`config.mk`:
```
export PLATFORM = sky130hd
export DESIGN_NAME = fifo_wptr_ctrl
export DESIGN_NICKNAME = d
export VERILOG_FILES = /design/src/rtl/fifo_wptr_ctrl_pkg.sv /design/src/rtl/fifo_gray2bin.sv /design/src/rtl/fifo_wptr_ctrl.sv
export SDC_FILE = /design/constraint.sdc
export NUM_CORES = 1
export LEC_CHECK = 0
export ABC_AREA = 1
export BUFFER_PORTS_ARGS = -buffer_cell sky130_fd_sc_hd__buf_2
export CORE_ASPECT_RATIO = 0.8
export CORE_MARGIN = 10
export CORE_UTILIZATION = 61
export CTS_BUF_LIST = sky130_fd_sc_hd__clkbuf_4
export CTS_CLUSTER_DIAMETER = 200
export DETAILED_ROUTE_END_ITERATION = 8
export GPL_TIMING_DRIVEN = 1
export PLACE_DENSITY = 0.89
export SETUP_SLACK_MARGIN = 0.2
export SYNTH_ARGS = -nofsm -noshare
export SYNTH_HDL_FRONTEND = slang
export SYNTH_HIERARCHICAL = 1
export SYNTH_SLANG_ARGS = --single-unit
```
`constraint.sdc`:
```
create_clock -name wrclk -period 8.8 [get_ports wrclk]
set_input_delay 1.76 -clock wrclk [delete_from_list [all_inputs] [get_ports wrclk]]
set_output_delay 1.76 -clock wrclk [all_outputs]
set_load 0.005 [all_outputs]
```
`src/rtl/fifo_wptr_ctrl_pkg.sv`:
```
// Shared definitions for the async FIFO pointer controllers (write and read side).
// The Gray helpers work at the widest legal pointer width. Callers zero-extend
// their operand and truncate the result back to their own width.
package fifo_wptr_ctrl_pkg;

  // Widest pointer: ABITS max 16, plus the wrap bit.
  localparam int MAX_W = 17;

  // Binary to Gray. A zero-extended input produces a zero-extended result.
  function automatic logic [MAX_W-1:0] bin2gray(input logic [MAX_W-1:0] b);
    return b ^ (b >> 1);
  endfunction

  // Gray to binary as an MSB-down prefix XOR. Leading zeros pass through unchanged.
  function automatic logic [MAX_W-1:0] gray2bin(input logic [MAX_W-1:0] g);
    logic [MAX_W-1:0] b;
    b[MAX_W-1] = g[MAX_W-1];
    for (int i = MAX_W - 2; i >= 0; i--) begin
      b[i] = b[i+1] ^ g[i];
    end
    return b;
  endfunction

endpackage

```
`src/rtl/fifo_gray2bin.sv`:
```
// Combinational Gray-to-binary converter for a synchronized pointer.
module fifo_gray2bin
  import fifo_wptr_ctrl_pkg::*;
#(
  parameter int WIDTH = 11
) (
  input  logic [WIDTH-1:0] i_gray,
  output logic [WIDTH-1:0] o_bin
);

  // Pure conversion with no state. The input is already in the local clock domain.
  assign o_bin = WIDTH'(gray2bin(MAX_W'(i_gray)));

endmodule

```
`src/rtl/fifo_wptr_ctrl.sv`:
```
// Write-side pointer controller for an asynchronous FIFO.
// It owns the binary and Gray write pointers and the full, almost-full, level
// and sticky overflow flags. Every flag is computed from the next-state pointer,
// so it is valid in the same cycle the pointer moves. The read pointer arrives
// already synchronized. This block holds no CDC flops.
// Handshake: a write happens in any cycle where wr_allow (wr_en & ~wr_full) is
// high. A wr_en that arrives while the FIFO is full is dropped and recorded in
// wr_overflow.
module fifo_wptr_ctrl
  import fifo_wptr_ctrl_pkg::*;
#(
  parameter int ABITS    = 10,
  parameter int AFULL_TH = (1 << ABITS) - 4
) (
  input  logic             wrclk,
  input  logic             rst,
  input  logic             wr_en,
  input  logic [ABITS:0]   rd_gray_sync,
  input  logic             ovf_clr,
  output logic             wr_allow,
  output logic [ABITS-1:0] wr_bin_ptr,
  output logic [ABITS:0]   wr_gray_ptr,
  output logic             wr_full,
  output logic             wr_afull,
  output logic [ABITS:0]   wr_level,
  output logic             wr_overflow
);

  logic [ABITS:0] r_wbin;
  logic [ABITS:0] r_wgray;
  logic           r_full;
  logic           r_afull;
  logic [ABITS:0] r_level;
  logic           r_ovf;

  logic [ABITS:0] w_wbin_next;
  logic [ABITS:0] w_wgray_next;
  logic [ABITS:0] w_rd_bin;
  logic [ABITS:0] w_level_next;
  logic           w_full_next;
  logic           w_afull_next;
  logic           w_ovf_next;

  fifo_gray2bin #(
    .WIDTH(ABITS + 1)
  ) u_rd_g2b (
    .i_gray(rd_gray_sync),
    .o_bin (w_rd_bin)
  );

  // Write acceptance depends only on the registered full flag. Reset does not gate it.
  assign wr_allow = wr_en & ~r_full;

  // Next-state pointer and the flags derived from it.
  always_comb begin
    w_wbin_next  = r_wbin + (ABITS+1)'(wr_allow);
    w_wgray_next = (ABITS+1)'(bin2gray(MAX_W'(w_wbin_next)));
    // Full: the Gray pointers differ only in their two MSBs, meaning exactly one lap apart.
    w_full_next  = (w_wgray_next == {~rd_gray_sync[ABITS:ABITS-1], rd_gray_sync[ABITS-2:0]});
    w_level_next = w_wbin_next - w_rd_bin;
    // Widen by one bit so a threshold of 2^ABITS compares correctly.
    w_afull_next = ({1'b0, w_level_next} >= (ABITS+2)'(AFULL_TH));
    // If a set and a clear land in the same cycle, the set wins.
    w_ovf_next   = (wr_en & r_full) | (r_ovf & ~ovf_clr);
  end

  // Pointer and flag registers with synchronous reset.
  always_ff @(posedge wrclk) begin
    if (rst) begin
      r_wbin  <= '0;
      r_wgray <= '0;
      r_full  <= 1'b0;
      r_afull <= 1'b0;
      r_level <= '0;
      r_ovf   <= 1'b0;
    end else begin
      r_wbin  <= w_wbin_next;
      r_wgray <= w_wgray_next;
      r_full  <= w_full_next;
      r_afull <= w_afull_next;
      r_level <= w_level_next;
      r_ovf   <= w_ovf_next;
    end
  end

  assign wr_bin_ptr  = r_wbin[ABITS-1:0];
  assign wr_gray_ptr = r_wgray;
  assign wr_full     = r_full;
  assign wr_afull    = r_afull;
  assign wr_level    = r_level;
  assign wr_overflow = r_ovf;

endmodule
```
==> key figures <==
Outcome
  • Result of the run: finished, final reports clean

Worst setup path
  • Startpoint Class: primary input
  • Crit. End Element: flip-flop
  • Class of the most critical setup path: in -> reg
  • WP data arrival: 4.97 ns
  • Required @ worst endpoint: 9.05 ns
  • Minimum setup slack among reg-to-reg paths: 5.71 ns
  • Max Fanout on Critical Path: 6

Clocking
  • Count of instances resized after the clock tree is built: 0
  • CTS Hold Buffers Added: 0
  • Clk Tree Root Cell: sky130_fd_sc_hd__clkbuf_4
  • TritonCTS clock tree: yes
  • Clock latency on the worst-skew pair: 0.34 ns
  • Max Root-Sink Buffers: 2
  • Clock slew at the register clock pins of the worst setup and hold paths: 0.11 ns
  • Buffers inserted during post-CTS setup optimization: 0
  • Total clock buffers created by CTS: 5
  • Number of H-tree branching levels: 2
  • Count of clock tree sinks: 35

STA
  • Final min period: 4.72 ns
  • Final setup TNS: 0 ns
  • Portion of the clock cycle consumed by the worst path in the final layout: 0.536
  • Worst-Margin Slew: 0.555 ns
  • RSZ-0062 raised after global routing: no
  • Final setup violation count: 0
  • Setup slack of the critical path after layout: 4.08 ns
  • Max-slew violation total from the final report: 0
  • Headroom to the max-slew limit: 0.630
  • Fmax achieved: 212 MHz
  • Clock skew after layout: 0.00719 ns
  • Hold Vio Cnt, Final: 0

Placed design
  • Pre-CTS setup slack: 3.83 ns
  • Detail Placement HPWL: 5.02 mm
  • IO buf count: 50
  • Instance area after placement: 0.00271 mm²
  • Final Wtd Congestion: 0.935

Cells and area
  • Proportion of layout cells with a drive suffix above 1: 0.201
  • Area added between synthesis and finish: 14.9%
  • Most frequent cells in the layout: sky130_fd_sc_hd__nand2_1, sky130_fd_sc_hd__inv_1, sky130_fd_sc_hd__buf_2
  • Final nets: 459
  • Number of antenna repair diodes: 0
  • Most common cell after layout, fill and taps aside: sky130_fd_sc_hd__nand2_1
  • Post-route cell area: 0.00277 mm²

Yosys
  • Distinct cell type count of the synthesized netlist: 28
  • Share of synthesized area occupied by flip-flops and latches: 0.291
  • Number of enable flip-flop cells after synthesis: 0
  • Area of the mapped netlist: 0.00241 mm²
  • Synth Flop Type: sky130_fd_sc_hd__dfxtp_1
  • Area leader, netlist: sky130_fd_sc_hd__dfxtp_1
  • Fraction of post-synthesis cell area in the top cell type by area: 0.291
  • Nets in the synthesized netlist: 406
  • Async SR Flop Fraction: 0
  • Yosys reg bits: 35
  • Per-instance average area after synthesis: 6.37 µm²
  • Number of warnings issued by yosys: 6
  • Post-synthesis instance total: 378
  • Top post-synthesis cells by area: sky130_fd_sc_hd__dfxtp_1, sky130_fd_sc_hd__nand2_1, sky130_fd_sc_hd__inv_1, sky130_fd_sc_hd__nand3_1, sky130_fd_sc_hd__ha_1

Die
  • Die Y: 76.2 µm
  • Top-level I/O count: 51
  • Core Box Area: 0.00380 mm²
  • Initial Utilization: 0.633
  • Site row count: 20
  • Die outline area: 0.00688 mm²
  • Die span in x: 90.2 µm

Route
  • Final routed wire length divided by cell count: 12.9 µm
  • Post-route DRC violation count: 0
  • Remaining antenna violation count: 0
  • First drt pass iteration count: 5
  • Total detailed-routing wirelength: 6.29 mm
  • Number of vias in the routed layout: 2562
  • Via-to-Cell Ratio: 5.26
  • Violation count after the first detailed-routing iteration: 202

GRT
  • First-pass GRT wire length: 10.8 mm
  • Largest net degree at the start of global routing: 32
  • Total routing resource utilization after global routing: 0.182
  • Overflow left after global routing: 0
  • Antenna violations before repair: 0
  • Number of global-route vias before repair: 2456

Power and ir drop
  • Cell Pwr Density: 133 mW/mm²
  • Max IR drop VDD: 120 µV
  • Leak: 0.00159 µW

Worst hold path
  • Classification of the worst-slack hold path: reg -> reg

Job
  • # Max-Cap Violations: 0
critical path, cell delays in order:
cell	delay (ns)
sky130_fd_sc_hd__buf_2	0.17
sky130_fd_sc_hd__inv_2	0.05
sky130_fd_sc_hd__nand2_1	0.07
sky130_fd_sc_hd__nand3_2	0.09
sky130_fd_sc_hd__nand3_1	0.14
sky130_fd_sc_hd__nand3_2	0.12
sky130_fd_sc_hd__nand2_2	0.12
sky130_fd_sc_hd__nand2_2	0.07
sky130_fd_sc_hd__nand3_2	0.09
sky130_fd_sc_hd__nand2_2	0.08
sky130_fd_sc_hd__nand2_2	0.09
sky130_fd_sc_hd__nand3_1	0.08
sky130_fd_sc_hd__nand3_1	0.12
sky130_fd_sc_hd__nand3_1	0.08
sky130_fd_sc_hd__nand2_1	0.08
sky130_fd_sc_hd__ha_1	0.16
sky130_fd_sc_hd__inv_1	0.10
sky130_fd_sc_hd__fa_1	0.47
sky130_fd_sc_hd__nand3_1	0.11
sky130_fd_sc_hd__nand3_1	0.11
sky130_fd_sc_hd__a21oi_1	0.23
sky130_fd_sc_hd__nor2_1	0.09
sky130_fd_sc_hd__o21ai_0	0.27
sky130_fd_sc_hd__nand2_1	0.08
sky130_fd_sc_hd__nand4_1	0.09
sky130_fd_sc_hd__nand2_1	0.05
routing by layer:
layer,wire length [µm],vias to the layer above,track usage
li1,-,1290,-
met1,2670,1140,0.212
met5,0,-,0
met2,2920,117,0.307
met3,583,15,0.0581
met4,115,0,0.0619
worst paths after layout:
kind / endpoint / cells after the start / startpoint
min: wr_overflow / 2 / wr_overflow
max reg2reg: wr_afull / 16 / wr_full
min reg2reg: wr_overflow / 2 / wr_overflow
max: wr_afull / 26 / rd_gray_sync[10]
registers in the layout, summed over array words and instances, names as in the netlist:
register and count:
r_wbin 11, wr_level 11, wr_gray_ptr 10, wr_afull 1, wr_full 1, wr_overflow 1
cells by family (layout without fill, tap and decap cells):
group,Yosys count,count (layout),synth area share
DFF,35,35,0.291
buffers and inverters,74,128,0.117
adders and majority gates,13,13,0.0707
and+or+nand+nor,215,215,0.413
AOI/OAI and AO/OA,31,31,0.0686
xor gates and xnor gates,10,10,0.0395
per-stage QoR:
stage | utilization | total power, µW | instances | hold WS, ns
floorplan | - | 247 | 378 | 0.455
finish | 0.727 | 368 | 487 | 0.467
detailed placement | 0.712 | 279 | 479 | 0.455
global route | 0.727 | 391 | 487 | 0.493
CTS | 0.727 | 368 | 487 | 0.471
global placement | 0.712 | 275 | 479 | 0.446
cells in the mapped netlist, drive strengths merged, types with 4 or more instances:
library cell and instances:
a21oi 20, dfxtp 35, ha 12, inv 70, nand2 109, nand3 50, nand3b 4, nand4 6
nor2 41, o21ai 8, xor2 7
area by class of cell:
| class | count | area [µm²] |
|---|---|---|
| clock inverter | 2 | 12.5 |
| multi-input combinational | 269 | 1430 |
| clock buffer | 6 | 45.0 |
| tap | 55 | 68.8 |
| fill | 336 | 1040 |
| sequential | 35 | 701 |
| inverter | 70 | 263 |
| timing repair buffer | 50 | 250 |
power by group:
group | switching, µW | leakage [µW] | internal (µW)
sequential | 2.91 | 0.000286 | 169
clock | 57.2 | 0.0000317 | 33.9
combinational | 65.9 | 0.00127 | 39.4
total | 126 | 0.00159 | 242
(Power assumes the default switching activity.)
